$ cat src/rtl/triangle_bbox_scanner.sv
// Emits every pixel of a triangle's screen-clipped bounding box, LANES pixels per beat, row-major.
// Latency: start accepted at N, setup at N+1, first beat at N+2; o_done the cycle after the last transfer.
// Backpressure: the scan advances only on o_valid & i_ready; all beat outputs hold stable while stalled.
module triangle_bbox_scanner #(
  parameter int COORD_W   = 32,
  parameter int FRAC_BITS = 16,
  parameter int SCREEN_W  = 640,
  parameter int SCREEN_H  = 480,
  parameter int LANES     = 1,
  localparam int XW       = $clog2(SCREEN_W),
  localparam int YW       = $clog2(SCREEN_H)
) (
  input  logic               i_clk,
  input  logic               i_reset,
  input  logic [COORD_W-1:0] i_v1_x,
  input  logic [COORD_W-1:0] i_v1_y,
  input  logic [COORD_W-1:0] i_v2_x,
  input  logic [COORD_W-1:0] i_v2_y,
  input  logic [COORD_W-1:0] i_v3_x,
  input  logic [COORD_W-1:0] i_v3_y,
  input  logic               i_start,
  input  logic               i_abort,
  output logic               o_ready,
  output logic               o_valid,
  input  logic               i_ready,
  output logic [XW-1:0]      o_x,
  output logic [YW-1:0]      o_y,
  output logic [LANES-1:0]   o_mask,
  output logic               o_last,
  output logic               o_done
);

  // Integer parts carry one extra bit so clip and emptiness comparisons never overflow.
  localparam int IW = COORD_W - FRAC_BITS + 1;
  localparam logic signed [IW-1:0] ZERO = '0;
  localparam logic signed [IW-1:0] X_HI = IW'(SCREEN_W - 1);
  localparam logic signed [IW-1:0] Y_HI = IW'(SCREEN_H - 1);

  localparam logic [1:0] ST_IDLE  = 2'd0;
  localparam logic [1:0] ST_SETUP = 2'd1;
  localparam logic [1:0] ST_SCAN  = 2'd2;

  logic [1:0]                state;
  logic signed [COORD_W-1:0] v1x_r, v1y_r, v2x_r, v2y_r, v3x_r, v3y_r;
  logic [XW:0]               xmin_r, xmax_r, x_r;
  logic [YW-1:0]             ymin_r, ymax_r, y_r;
  logic                      done_r;

  // Floor of a fixed-point value: arithmetic shift on a sign-extended copy.
  function automatic logic signed [IW-1:0] int_part(input logic signed [COORD_W-1:0] c);
    logic signed [COORD_W:0] ext;
    ext = $signed({c[COORD_W-1], c}) >>> FRAC_BITS;
    return IW'(ext);
  endfunction

  function automatic logic signed [IW-1:0] min3(input logic signed [IW-1:0] a, b, c);
    logic signed [IW-1:0] m;
    m = (a < b) ? a : b;
    return (c < m) ? c : m;
  endfunction

  function automatic logic signed [IW-1:0] max3(input logic signed [IW-1:0] a, b, c);
    logic signed [IW-1:0] m;
    m = (a > b) ? a : b;
    return (c > m) ? c : m;
  endfunction

  logic signed [IW-1:0] bx_min, bx_max, by_min, by_max;
  logic signed [IW-1:0] cx_min, cx_max, cy_min, cy_max;
  logic                 box_empty;

  // Setup datapath: unclipped box, emptiness against the screen, then clip to the screen.
  always_comb begin
    bx_min    = min3(int_part(v1x_r), int_part(v2x_r), int_part(v3x_r));
    bx_max    = max3(int_part(v1x_r), int_part(v2x_r), int_part(v3x_r));
    by_min    = min3(int_part(v1y_r), int_part(v2y_r), int_part(v3y_r));
    by_max    = max3(int_part(v1y_r), int_part(v2y_r), int_part(v3y_r));
    box_empty = (bx_max < ZERO) || (bx_min > X_HI) || (by_max < ZERO) || (by_min > Y_HI);
    cx_min    = (bx_min < ZERO) ? ZERO : bx_min;
    cx_max    = (bx_max > X_HI) ? X_HI : bx_max;
    cy_min    = (by_min < ZERO) ? ZERO : by_min;
    cy_max    = (by_max > Y_HI) ? Y_HI : by_max;
  end

  logic        scan_vld;
  logic [XW:0] x_step;
  logic        x_end;

  // Beat decode: lane k is live while x+k stays inside the clipped right edge.
  always_comb begin
    scan_vld = (state == ST_SCAN);
    x_step   = x_r + (XW+1)'(LANES);
    x_end    = (x_step > xmax_r);
    o_mask   = '0;
    for (int k = 0; k < LANES; k++) begin
      o_mask[k] = scan_vld && ((x_r + (XW+1)'(k)) <= xmax_r);
    end
  end

  assign o_ready = (state == ST_IDLE);
  assign o_valid = scan_vld;
  assign o_x     = scan_vld ? x_r[XW-1:0] : '0;
  assign o_y     = scan_vld ? y_r : '0;
  assign o_last  = scan_vld && x_end && (y_r == ymax_r);
  assign o_done  = done_r;

  // Control FSM: capture, setup, then walk the box one transfer at a time; abort wins over any step.
  always_ff @(posedge i_clk) begin
    if (i_reset) begin
      state  <= ST_IDLE;
      done_r <= 1'b0;
      v1x_r  <= '0;
      v1y_r  <= '0;
      v2x_r  <= '0;
      v2y_r  <= '0;
      v3x_r  <= '0;
      v3y_r  <= '0;
      xmin_r <= '0;
      xmax_r <= '0;
      ymin_r <= '0;
      ymax_r <= '0;
      x_r    <= '0;
      y_r    <= '0;
    end else begin
      done_r <= 1'b0;
      case (state)
        ST_IDLE: begin
          if (i_start) begin
            v1x_r <= i_v1_x;
            v1y_r <= i_v1_y;
            v2x_r <= i_v2_x;
            v2y_r <= i_v2_y;
            v3x_r <= i_v3_x;
            v3y_r <= i_v3_y;
            state <= ST_SETUP;
          end
        end
        ST_SETUP: begin
          if (i_abort) begin
            state <= ST_IDLE;
          end else begin
            xmin_r <= (XW+1)'(cx_min);
            xmax_r <= (XW+1)'(cx_max);
            ymin_r <= YW'(cy_min);
            ymax_r <= YW'(cy_max);
            x_r    <= (XW+1)'(cx_min);
            y_r    <= YW'(cy_min);
            if (box_empty) begin
              state  <= ST_IDLE;
              done_r <= 1'b1;
            end else begin
              state <= ST_SCAN;
            end
          end
        end
        ST_SCAN: begin
          if (i_abort) begin
            state <= ST_IDLE;
          end else if (i_ready) begin
            if (!x_end) begin
              x_r <= x_step;
            end else if (y_r < ymax_r) begin
              x_r <= xmin_r;
              y_r <= y_r + 1'b1;
            end else begin
              state  <= ST_IDLE;
              done_r <= 1'b1;
            end
          end
        end
        default: state <= ST_IDLE;
      endcase
    end
  end

endmodule

$ cat config.mk
export PLATFORM = sky130hd
export DESIGN_NAME = triangle_bbox_scanner
export DESIGN_NICKNAME = d
export VERILOG_FILES = /design/src/rtl/triangle_bbox_scanner.sv
export SDC_FILE = /design/constraint.sdc
export NUM_CORES = 1
export LEC_CHECK = 0
export ABC_AREA = 0
export CAP_MARGIN = 20
export CORE_MARGIN = 2
export CORE_UTILIZATION = 35
export CTS_BUF_LIST = sky130_fd_sc_hd__clkbuf_16
export DETAILED_ROUTE_END_ITERATION = 10
export SLEW_MARGIN = 20
export SYNTH_ARGS = -nofsm -noshare
export SYNTH_HDL_FRONTEND = slang
export SYNTH_SLANG_ARGS = --single-unit
$ cat constraint.sdc
create_clock -name i_clk -period 4.7 [get_ports i_clk]
set_input_delay 1.175 -clock i_clk [delete_from_list [all_inputs] [get_ports i_clk]]
set_output_delay 1.175 -clock i_clk [all_outputs]
set_load 0.02 [all_outputs]
==> metrics <==
Warnings, synthesis 0; Die H between 150 and 200 um; post-synth net total ~1,700; number of nets at the end of the flow 1,916; Unique masters post-synth 80; Yosys reg bits 150; Data required, critical path 5.03 ns; quantity of hold-fixing buffers added after cts 0; cell area after synthesis 0.0106 sq mm; commonest cells in the synthesized netlist sky130_fd_sc_hd__nand2_1, sky130_fd_sc_hd__a21oi_1, sky130_fd_sc_hd__dfxtp_1; wirelength, routed roughly 33,000 um; class of the most critical hold timing path flop to flop; clock latency on the worst-skew pair between 0.4 and 0.5 ns; Clock Pin Slew Worst Setup and Hold Paths around 0.070 ns; share of the core filled with cells in the final layout 48.9%; number of rows created at floorplan 63; hold slack ~0.47 ns; run status finished clean; critical path class flop to flop; FMAX around 220 MHz; largest net degree at the start of global routing 97; Post-DP HPWL about 25,000 um; Final TNS setup 0 ns; Top-Level Pins about 220; synthesized area per cell roughly 7.9 sq um; number of maximum-capacitance violations 0; Residual DRC 0; width of the die 178 um; top_reg_cell synth sky130_fd_sc_hd__dfxtp_1; final-report max-slew violation count 0; Setup crit start kind flop; Via Count between 10,000 and 15,000; number of antenna diodes 0; final worst-path cycle share a little over nine tenths; data arrival time of the critical path around 5.0 ns; vias in the first global route around 9,700; deepest clock path buffer count 2; floorplan die area approximately 0.032 sq mm; clock sink count 150; unrepaired setup endpoints after global routing yes; sequential element share of the synthesized area between 20% and 30%; Via density between 5 and 6; starting density of the core between 30 and 40%; wire length of the first global-routing pass just over 50,000 um; Area Overhead vs Synth 36.8%; total of endpoints with negative setup slack in the final report 0; crit path capture type flop; htree depth 4; cell with the most instances after synthesis sky130_fd_sc_hd__nand2_1; last weighted congestion value of the routability-driven placer 0.890; synthesized netlist cell count 1,349; Max Clock Skew about 0.013 ns; Post-synth ARST share 0%; detailed-router iteration count before antenna repair 5; number of clock buffers inserted by TritonCTS 17; post-route minimum period around 4.6 ns; Initial DRC Count 580; power per cell area roughly 380 mW/mm^2; area of the core around 0.03 sq mm; GR Util All Layers between 20% and 30%; antenna violations before repair 1; top-area cell type share of the netlist area 28.2%; max-slew headroom at the worst pin around 37%; Max VDD drop between 0.00015 and 0.0002 V; area used by sequential logic in the layout ~0.003 sq mm; quantity of I/O buffers inserted on ports 124; largest area contributor in the netlist sky130_fd_sc_hd__dfxtp_1; area of the multi-input gates roughly 0.0076 sq mm; CTS tree done; transition time of the tightest slew-check pin approximately 0.94 ns; leakage approximately 0.0060 uW; Hold Path Cell Cnt 2; number of endpoints with negative hold slack in the final report 0; dominant cells by area after synthesis sky130_fd_sc_hd__dfxtp_1, sky130_fd_sc_hd__ha_1, sky130_fd_sc_hd__nand2_1; fillcell total between 2,000 and 3,000; FF-to-FF path depth 21; residual overflow from global routing 0; count of flip-flops with a built-in enable after synthesis 0; library cell used as clock root buffer sky130_fd_sc_hd__clkbuf_16; critical-path maximum fanout 8; Routed WL per cell around 16 um; share of cells above drive strength 1 roughly a fifth; post-route ant nets 0
final cells by class:
| cell class | instances | share of cell area [%] |
|---|---|---|
| clock inverter | 15 | 1.25 |
| inverter | 76 | 1.96 |
| sequential | 150 | 20.7 |
| multi-input combinational | 1056 | 52.4 |
| timing repair buffer | 288 | 17.4 |
| tap | 390 | 3.35 |
| clock buffer | 17 | 2.92 |
final timing paths:
kind	start	to	slack, ns
max	v2x_r[26]	xmax_r[3]	0.05
min	ymax_r[5]	ymax_r[5]	0.47
max reg2reg	v2x_r[26]	xmax_r[3]	0.05
min reg2reg	ymax_r[5]	ymax_r[5]	0.47
power breakdown:
part           switching (uW)  internal, uW
logic                    1290          1270
clock network             633           809
registers                 100          1370
total                    2020          3450
metal layers:
metal  GRT usage [%]  vias up  part of all wire (%)
met3            2.60       32                   3.5
met4            4.20        0                   1.3
met5               0        -                     0
li1                -     5309                     -
met2            30.9      221                    44
met1            29.6     4800                    52
cells in the final DEF, fill, tap and decap left out, types with 6 or more instances in the layout:
master / count
sky130_fd_sc_hd__mux2i_4: 7
sky130_fd_sc_hd__dfxtp_2: 8
sky130_fd_sc_hd__nand2_1: 250
sky130_fd_sc_hd__a2bb2oi_1: 7
sky130_fd_sc_hd__clkdlybuf4s50_1: 122
sky130_fd_sc_hd__o21ai_1: 15
sky130_fd_sc_hd__nor2b_1: 16
sky130_fd_sc_hd__nand3_1: 28
sky130_fd_sc_hd__and2_1: 15
sky130_fd_sc_hd__inv_1: 72
sky130_fd_sc_hd__dfxtp_1: 142
sky130_fd_sc_hd__nor3_1: 11
sky130_fd_sc_hd__a21oi_1: 149
sky130_fd_sc_hd__nor4_1: 7
sky130_fd_sc_hd__a31o_1: 6
sky130_fd_sc_hd__o21a_1: 17
sky130_fd_sc_hd__nor3b_1: 6
sky130_fd_sc_hd__a211o_1: 7
sky130_fd_sc_hd__ha_1: 120
sky130_fd_sc_hd__xnor2_1: 6
sky130_fd_sc_hd__and3_1: 9
sky130_fd_sc_hd__o211ai_1: 8
sky130_fd_sc_hd__o21ai_0: 32
sky130_fd_sc_hd__ha_4: 10
sky130_fd_sc_hd__clkbuf_16: 18
sky130_fd_sc_hd__mux2i_1: 57
sky130_fd_sc_hd__mux2i_2: 17
sky130_fd_sc_hd__buf_4: 156
sky130_fd_sc_hd__nand4_1: 24
sky130_fd_sc_hd__nor2_1: 74
sky130_fd_sc_hd__a211oi_1: 20
sky130_fd_sc_hd__a21o_1: 15
worst max-delay path, cell delays in order (launching register included):
cell                        delay, ns
sky130_fd_sc_hd__dfxtp_1         0.33
sky130_fd_sc_hd__inv_1           0.05
sky130_fd_sc_hd__ha_1            0.30
sky130_fd_sc_hd__and3_4          0.19
sky130_fd_sc_hd__a221o_1         0.30
sky130_fd_sc_hd__o211ai_2        0.25
sky130_fd_sc_hd__nand4_1         0.27
sky130_fd_sc_hd__buf_4           0.23
sky130_fd_sc_hd__o211a_4         0.16
sky130_fd_sc_hd__buf_12          0.15
sky130_fd_sc_hd__buf_4           0.13
sky130_fd_sc_hd__mux2i_2         0.17
sky130_fd_sc_hd__ha_1            0.30
sky130_fd_sc_hd__nand4_1         0.11
sky130_fd_sc_hd__a21oi_1         0.16
sky130_fd_sc_hd__o221ai_1        0.17
sky130_fd_sc_hd__a31o_2          0.29
sky130_fd_sc_hd__a21o_4          0.22
sky130_fd_sc_hd__o2111ai_2       0.11
sky130_fd_sc_hd__o41ai_4         0.14
sky130_fd_sc_hd__o21a_2          0.26
sky130_fd_sc_hd__a221oi_1        0.25
timing repair:
item                                   in CTS  in global routing
pin swaps                                   2                 37
setup endpoints to repair                  23                 49
setup buffers                               1                 25
gates resized for setup                     9                107
endpoints found under the hold margin       0                  0
cloned                                      0                  2
metrics by stage:
stage               worst slack, ns  power, uW  instances  cell area, sq um
floorplan                   0.00327       2910       1349             10700
global placement            -0.0433       3640       1932             13200
detailed placement          -0.0964       3680       1932             13200
CTS                         0.00380       5150       1965             13800
global route                -0.0660       5790       1992             14600
finish                       0.0505       5470       1992             14600
logic make-up after synthesis:
family / count (synthesis) / share of synthesized area (%)
and+or+nand+nor: 483 / 21.1
AOI/OAI and AO/OA: 344 / 20.8
DFF: 150 / 28.2
buffers and inverters: 144 / 5.30
adders and majority gates: 130 / 15.3
muxes: 89 / 8.65
xor gates and xnor gates: 9 / 0.740
state kept, by name (all words and copies together) (netlist names), 11 cells and up:
signal  cells
x_r        11
v1x_r      16
v1y_r      16
v3y_r      16
v2x_r      16
v3x_r      16
xmin_r     11
xmax_r     11
v2y_r      16
No activity file was read; power rests on OpenSTA's default activity.
